==> src/rtl/baser_pkg.sv <==
// Shared definitions for the 64b/66b to 256b/257b transcoding path:
// widths, sync headers, control block types and small helper functions.
package baser_pkg;

    localparam int DATA_WIDTH        = 64;
    localparam int HDR_WIDTH         = 2;
    localparam int FRAME_WIDTH       = DATA_WIDTH + HDR_WIDTH;
    localparam int TC_WIDTH          = 257;
    localparam int TRANSCODER_BLOCKS = 4;
    localparam int CNT_WIDTH         = 32;

    localparam logic [HDR_WIDTH-1:0] SH_DATA = 2'b01;
    localparam logic [HDR_WIDTH-1:0] SH_CTRL = 2'b10;

    // Legal control block types; their high nibbles are all distinct.
    localparam logic [7:0] BT_1E = 8'h1E;
    localparam logic [7:0] BT_2D = 8'h2D;
    localparam logic [7:0] BT_33 = 8'h33;
    localparam logic [7:0] BT_4B = 8'h4B;
    localparam logic [7:0] BT_55 = 8'h55;
    localparam logic [7:0] BT_66 = 8'h66;
    localparam logic [7:0] BT_78 = 8'h78;
    localparam logic [7:0] BT_87 = 8'h87;
    localparam logic [7:0] BT_99 = 8'h99;
    localparam logic [7:0] BT_AA = 8'hAA;
    localparam logic [7:0] BT_B4 = 8'hB4;
    localparam logic [7:0] BT_CC = 8'hCC;
    localparam logic [7:0] BT_D2 = 8'hD2;
    localparam logic [7:0] BT_E1 = 8'hE1;
    localparam logic [7:0] BT_FF = 8'hFF;

    typedef logic [FRAME_WIDTH-1:0] block_t;

    typedef enum logic [1:0] {SLOT0, SLOT1, SLOT2, SLOT3} slot_e;

    function automatic logic type_valid(input logic [7:0] t);
        case (t)
            BT_1E, BT_2D, BT_33, BT_4B, BT_55, BT_66, BT_78, BT_87,
            BT_99, BT_AA, BT_B4, BT_CC, BT_D2, BT_E1, BT_FF: return 1'b1;
            default: return 1'b0;
        endcase
    endfunction

    function automatic logic sh_invalid(input block_t b);
        return (b[FRAME_WIDTH-1 -: HDR_WIDTH] != SH_DATA) &&
               (b[FRAME_WIDTH-1 -: HDR_WIDTH] != SH_CTRL);
    endfunction

    // Type checking applies to genuine control blocks; a bad sync header is flagged on its own.
    function automatic logic type_invalid(input block_t b);
        return (b[FRAME_WIDTH-1 -: HDR_WIDTH] == SH_CTRL) && !type_valid(b[63:56]);
    endfunction

    function automatic logic [CNT_WIDTH-1:0] sat_inc(input logic [CNT_WIDTH-1:0] c,
                                                     input logic en);
        return (en && (c != '1)) ? c + CNT_WIDTH'(1) : c;
    endfunction

endpackage

==> src/rtl/baser_257b_encode_comb.sv <==
// Combinational mapping of four 66b blocks (index 0 first) onto one 257b
// transcoded block, plus an error flag for bad headers or block types.
module baser_257b_encode_comb
    import baser_pkg::*;
(
    input  block_t [TRANSCODER_BLOCKS-1:0] blocks,
    output logic   [TC_WIDTH-1:0]          xcoded,
    output logic                           err
);

    logic [255:0] acc;
    logic [3:0]   dmask;
    logic         seen_ctrl;

    // Payloads are shifted in oldest first; the first control block drops its type low nibble.
    always_comb begin
        acc       = '0;
        dmask     = '0;
        seen_ctrl = 1'b0;
        err       = 1'b0;
        for (int i = 0; i < TRANSCODER_BLOCKS; i++) begin
            dmask[3-i] = (blocks[i][65:64] == SH_DATA);
            err        = err | sh_invalid(blocks[i]) | type_invalid(blocks[i]);
            if (dmask[3-i] || seen_ctrl) begin
                acc = {acc[191:0], blocks[i][63:0]};
            end else begin
                acc       = {acc[195:0], blocks[i][63:60], blocks[i][55:0]};
                seen_ctrl = 1'b1;
            end
        end
        xcoded = (&dmask) ? {1'b1, acc} : {1'b0, dmask, acc[251:0]};
    end

endmodule

==> src/rtl/baser_257b_transcoder.sv <==
// Transmit 256b/257b transcoder: collects four accepted 66b blocks, emits one
// registered 257b block with valid/ready, and keeps saturating statistics.
module baser_257b_transcoder
    import baser_pkg::*;
(
    input  logic                   clk,
    input  logic                   i_rst,
    input  logic [FRAME_WIDTH-1:0] i_coded,
    input  logic                   i_valid,
    output logic                   o_ready,
    input  logic                   i_align,
    output logic [TC_WIDTH-1:0]    o_xcoded,
    output logic                   o_valid,
    input  logic                   i_ready,
    output logic                   o_err,
    output logic [CNT_WIDTH-1:0]   o_block_count,
    output logic [CNT_WIDTH-1:0]   o_ctrl_count,
    output logic [CNT_WIDTH-1:0]   o_inv_sh_count,
    output logic [CNT_WIDTH-1:0]   o_inv_type_count
);

    // Handshake: a word moves on either side only in a cycle where valid && ready.
    slot_e                         state, next_state;
    logic                          accept, group_done;
    logic [1:0]                    wr_slot;
    block_t [2:0]                  buf_q;
    block_t [TRANSCODER_BLOCKS-1:0] group;
    logic [TC_WIDTH-1:0]           enc_xcoded;
    logic                          enc_err;

    assign o_ready = !o_valid || i_ready;
    assign accept  = i_valid && o_ready;

    always_ff @(posedge clk or posedge i_rst) begin
        if (i_rst) state <= SLOT0;
        else       state <= next_state;
    end

    always_comb begin
        next_state = state;
        if (i_align)     next_state = accept ? SLOT1 : SLOT0;
        else if (accept) next_state = slot_e'(state + 2'd1);
    end

    always_comb begin
        wr_slot    = i_align ? 2'd0 : state;
        group_done = accept && !i_align && (state == SLOT3);
    end

    always_ff @(posedge clk or posedge i_rst) begin
        if (i_rst) begin
            buf_q <= '0;
        end else if (accept) begin
            case (wr_slot)
                2'd0:    buf_q[0] <= i_coded;
                2'd1:    buf_q[1] <= i_coded;
                2'd2:    buf_q[2] <= i_coded;
                default: ;
            endcase
        end
    end

    // The fourth block is taken straight from the input so it encodes in its accept cycle.
    assign group = {i_coded, buf_q[2], buf_q[1], buf_q[0]};

    baser_257b_encode_comb u_encode (
        .blocks (group),
        .xcoded (enc_xcoded),
        .err    (enc_err)
    );

    always_ff @(posedge clk or posedge i_rst) begin
        if (i_rst) begin
            o_xcoded <= '0;
            o_valid  <= 1'b0;
            o_err    <= 1'b0;
        end else if (group_done) begin
            o_xcoded <= enc_xcoded;
            o_valid  <= 1'b1;
            o_err    <= enc_err;
        end else if (i_ready) begin
            o_valid  <= 1'b0;
        end
    end

    always_ff @(posedge clk or posedge i_rst) begin
        if (i_rst) begin
            o_block_count    <= '0;
            o_ctrl_count     <= '0;
            o_inv_sh_count   <= '0;
            o_inv_type_count <= '0;
        end else begin
            o_block_count    <= sat_inc(o_block_count, group_done);
            o_ctrl_count     <= sat_inc(o_ctrl_count, group_done && !enc_xcoded[256]);
            o_inv_sh_count   <= sat_inc(o_inv_sh_count, accept && sh_invalid(i_coded));
            o_inv_type_count <= sat_inc(o_inv_type_count, accept && type_invalid(i_coded));
        end
    end

endmodule

==> config.mk <==
export PLATFORM = sky130hd
export DESIGN_NAME = baser_257b_transcoder
export DESIGN_NICKNAME = d
export VERILOG_FILES = /design/src/rtl/baser_pkg.sv /design/src/rtl/baser_257b_encode_comb.sv /design/src/rtl/baser_257b_transcoder.sv
export SDC_FILE = /design/constraint.sdc
export NUM_CORES = 1
export LEC_CHECK = 0
export ABC_CLOCK_PERIOD_IN_PS = 25500
export CAP_MARGIN = 15
export CORE_ASPECT_RATIO = 1.4
export CORE_MARGIN = 3
export CORE_UTILIZATION = 40
export DETAILED_ROUTE_END_ITERATION = 10
export PLACE_DENSITY = 0.74
export SYNTH_ARGS = -nofsm -noshare
export SYNTH_HDL_FRONTEND = slang
export SYNTH_SLANG_ARGS = --single-unit
==> constraint.sdc <==
create_clock -name clk -period 25.5 [get_ports clk]
set_input_delay 3.825 -clock clk [delete_from_list [all_inputs] [get_ports clk]]
set_output_delay 3.825 -clock clk [all_outputs]
set_load 0.02 [all_outputs]
==> impl_metrics.tcl <==
set metrics [dict create \
    crit_arrival_ns 5.20 \
    relSlewSlack_pct 25.8 \
    worst_slew_pin_slew_ns 1.11 \
    first_iter_violations 1323 \
    wl_um 77200 \
    status "completed" \
    yosysUniqueCellTypes 66 \
    routabilityCongestion 0.847 \
    p_per_area_nw_per_um2 109 \
    r2r_cells 7 \
    ys_top_cells_by_area "dfrtp_1 55%, mux2_2 8.3%, nand2_1 4.9%" \
    drive_gt1_share_pct 11.6 \
    utilization_pct 51.5 \
    use_met3_pct 5.51 \
    hold_class "flip-flop to flip-flop" \
    clk_pin_slew_ns 0.06 \
    place_hpwl_um 53200 \
    grt.overflow.total 0 \
    fp.dieH_um 311 \
    wl_per_cell_um 20.4 \
    final.period_utilization_pct 35.4 \
    max_stage_delay_ns 0.67 \
    instances_no_fill 3784 \
    die_x_um 224 \
    maxSlewViolCount 0 \
    cts_sinks 587 \
    end_kind "output pin" \
    netlist_instances 2514 \
    grt_pass1_vias 20100 \
    critical_path_required_ns 21.67 \
    gr-usage-met1_pct 26.6 \
    cp_slowest_cell "clkdlybuf4s50_1" \
    vias 20300 \
    cap_violations 0 \
    num_rows 111 \
    peakVddDrop_v 0.0000726 \
    ys_seq_area_share_pct 55.3 \
    hold_buffers 0 \
    core_sq_um 65700 \
    area_growth_pct 27.3 \
    crit_chain "clkdlybuf4s50_1, nand2b_1, clkdlybuf4s50_1" \
    root_buffer "clkbuf_16" \
    post_cts_buffers 0 \
    drc 0 \
    ys_warn_count 0 \
    crit_type "input pin to output pin" \
    grt_pass1_wl_um 120000 \
    whs_path_depth 2 \
    grt_max_degree 178 \
    cts-buffers-inserted 58 \
    startpoint_type "input pin" \
    grt_usage_pct 21.8 \
    insertion_delay_ns 0.64 \
    cp_common_cell "clkdlybuf4s50_1" \
    crit_buf_inv 2 \
    postSynthAreaPerCell_sq_um 10.6 \
    clockBufferDepth 3 \
    antenna_left 0 \
    ys_ff_latch 587 \
    hold_violations 0 \
    port_buffers 458 \
    initial_utilization_pct 40.5 \
    fin_area_sq_um 33800 \
    dieArea_sq_um 69600 \
    cts_tree "built" \
    synth_flop_cell "dfrtp_1" \
    rsz0062_at_grt "false" \
    yosysTopAreaCellShare_pct 55.3 \
    io_pins 459 \
    crit_cells 3 \
    place_area_sq_um 31800 \
    power_leakage_nw 15.2 \
    place_inst 3675 \
    min_period_ns 9.02 \
    synthesis.area_sq_um 26600 \
    synth-edff-count 0 \
    critical_path.max_fanout 7 \
    fmax_ghz 0.111 \
    setup_viol 0 \
    path_delay_family "buffers and inverters" \
    cts_max_level 2 \
    antenna_found_initial 1 \
    post_cts_resized 0 \
    drt_pre_antenna_iters 7 \
    async_reset_ff_share_pct 100 \
    top_usage_layer "met2" \
    vias_per_cell 5.36 \
    design.final.nets 2972 \
    fin_tns_setup_ns 0 \
    skew_ns 0.0219 \
    synthesis.nets 2596 \
    met2_usage_pct 37.0 \
    synth_top_area_cell "dfrtp_1" \
]
[final cells by class]
type | count | area, sq um
fillers | 5839 | 31900
flip-flops and latches | 587 | 14700
multi-input cells | 1743 | 11200
repair buffers | 481 | 4790
clock buffers | 82 | 1660
well taps | 847 | 1060
clock inverters | 24 | 353
inverters | 19 | 78.8
diodes | 1 | 2.50
[sequential cells by signal, indices dropped and copies added (netlist names)]
register	flops
o_err	1
o_xcoded	257
o_inv_sh_count	32
o_block_count	32
o_ctrl_count	32
o_inv_type_count	32
o_valid	1
buf_q	198
state	2
[worst min-delay path: stages (launching register included)]
cell	delay, ns
dfrtp_1	0.34
nand2_1	0.05
nand2_1	0.05
[placed cells by master, fill, tap and decap left out, types with 52 or more instances in the layout]
cell | netlist | routed
o31ai_1 | 52 | 52
xnor2_1 | 71 | 71
xor2_1 | 53 | 53
a21oi_1 | 142 | 142
nand2_1 | 350 | 348
mux2i_1 | 130 | 130
mux2_2 | 195 | 195
nor2_1 | 282 | 282
dfrtp_1 | 587 | 587
clkdlybuf4s50_1 | 0 | 458
clkbuf_16 | 0 | 58
o21ai_0 | 134 | 134
[metal layers]
layer / up-vias / part of all wire, % / routed length, um
met5: - / 0 / 0
met4: 0 / 4.0 / 3120
met3: 140 / 6.4 / 4910
met2: 526 / 50 / 38400
met1: 10100 / 40 / 30700
li1: 9528 / - / -
[metrics by stage]
stage | hold WS (ns) | power, mW | setup WS [ns]
2_1_floorplan | 0.475 | 2.15 | 5.25
3_3_place_gp | 0.449 | 2.77 | 16.48
3_5_place_dp | 0.462 | 2.80 | 16.48
4_1_cts | 0.477 | 3.73 | 16.47
5_1_grt | 0.489 | 3.90 | 16.43
6_report | 0.474 | 3.70 | 16.48
[worst paths after layout]
check                             from           endpoint  slack [ns]
min in group asynchronous        i_rst  o_block_count[21]        3.77
max in group asynchronous        i_rst         buf_q[119]       19.37
hold reg to reg            o_xcoded[8]        o_xcoded[8]        0.47
setup reg to reg              state[0]      o_xcoded[176]       21.92
setup / recovery               i_ready            o_ready       16.48
hold / removal             o_xcoded[8]        o_xcoded[8]        0.47
[cells in the mapped netlist, drive strengths merged (6+ instances only)]
master and number:
dfrtp 587, nand2 350, nor2 282, mux2 195, a21oi 142, o21ai 138, mux2i 130, clkbuf 123
xnor2 71, xor2 53, o31ai 52, nand4 51, nand3 46, buf 42, nor3 34, nor4bb 23
inv 19, nor4 19, and3 17, a31oi 16, and4 15, ha 11, nand2b 9, nor3b 7
o311ai 7, nor2b 6, nor4b 6, or3 6, or4 6
[cells by family (layout without fill, tap and decap cells)]
logic type / Yosys count / in the layout / share of synthesized area, %
adders and majority gates: 11 / 11 / 0.518
other: 0 / 1 / 0
muxes: 325 / 325 / 13.2
and+or+nand+nor: 903 / 903 / 16.0
buffers and inverters: 184 / 606 / 2.79
DFF: 587 / 587 / 55.3
AOI/OAI and AO/OA: 380 / 380 / 8.16
xor gates and xnor gates: 124 / 124 / 4.09
[power breakdown]
part           internal [mW]  switching [mW]  total, mW
logic                  0.603           0.680       1.28
clock network          0.527           0.382      0.909
registers               1.23           0.272       1.51
total                   2.36            1.33       3.70
No activity file was read; power rests on OpenSTA's default activity.
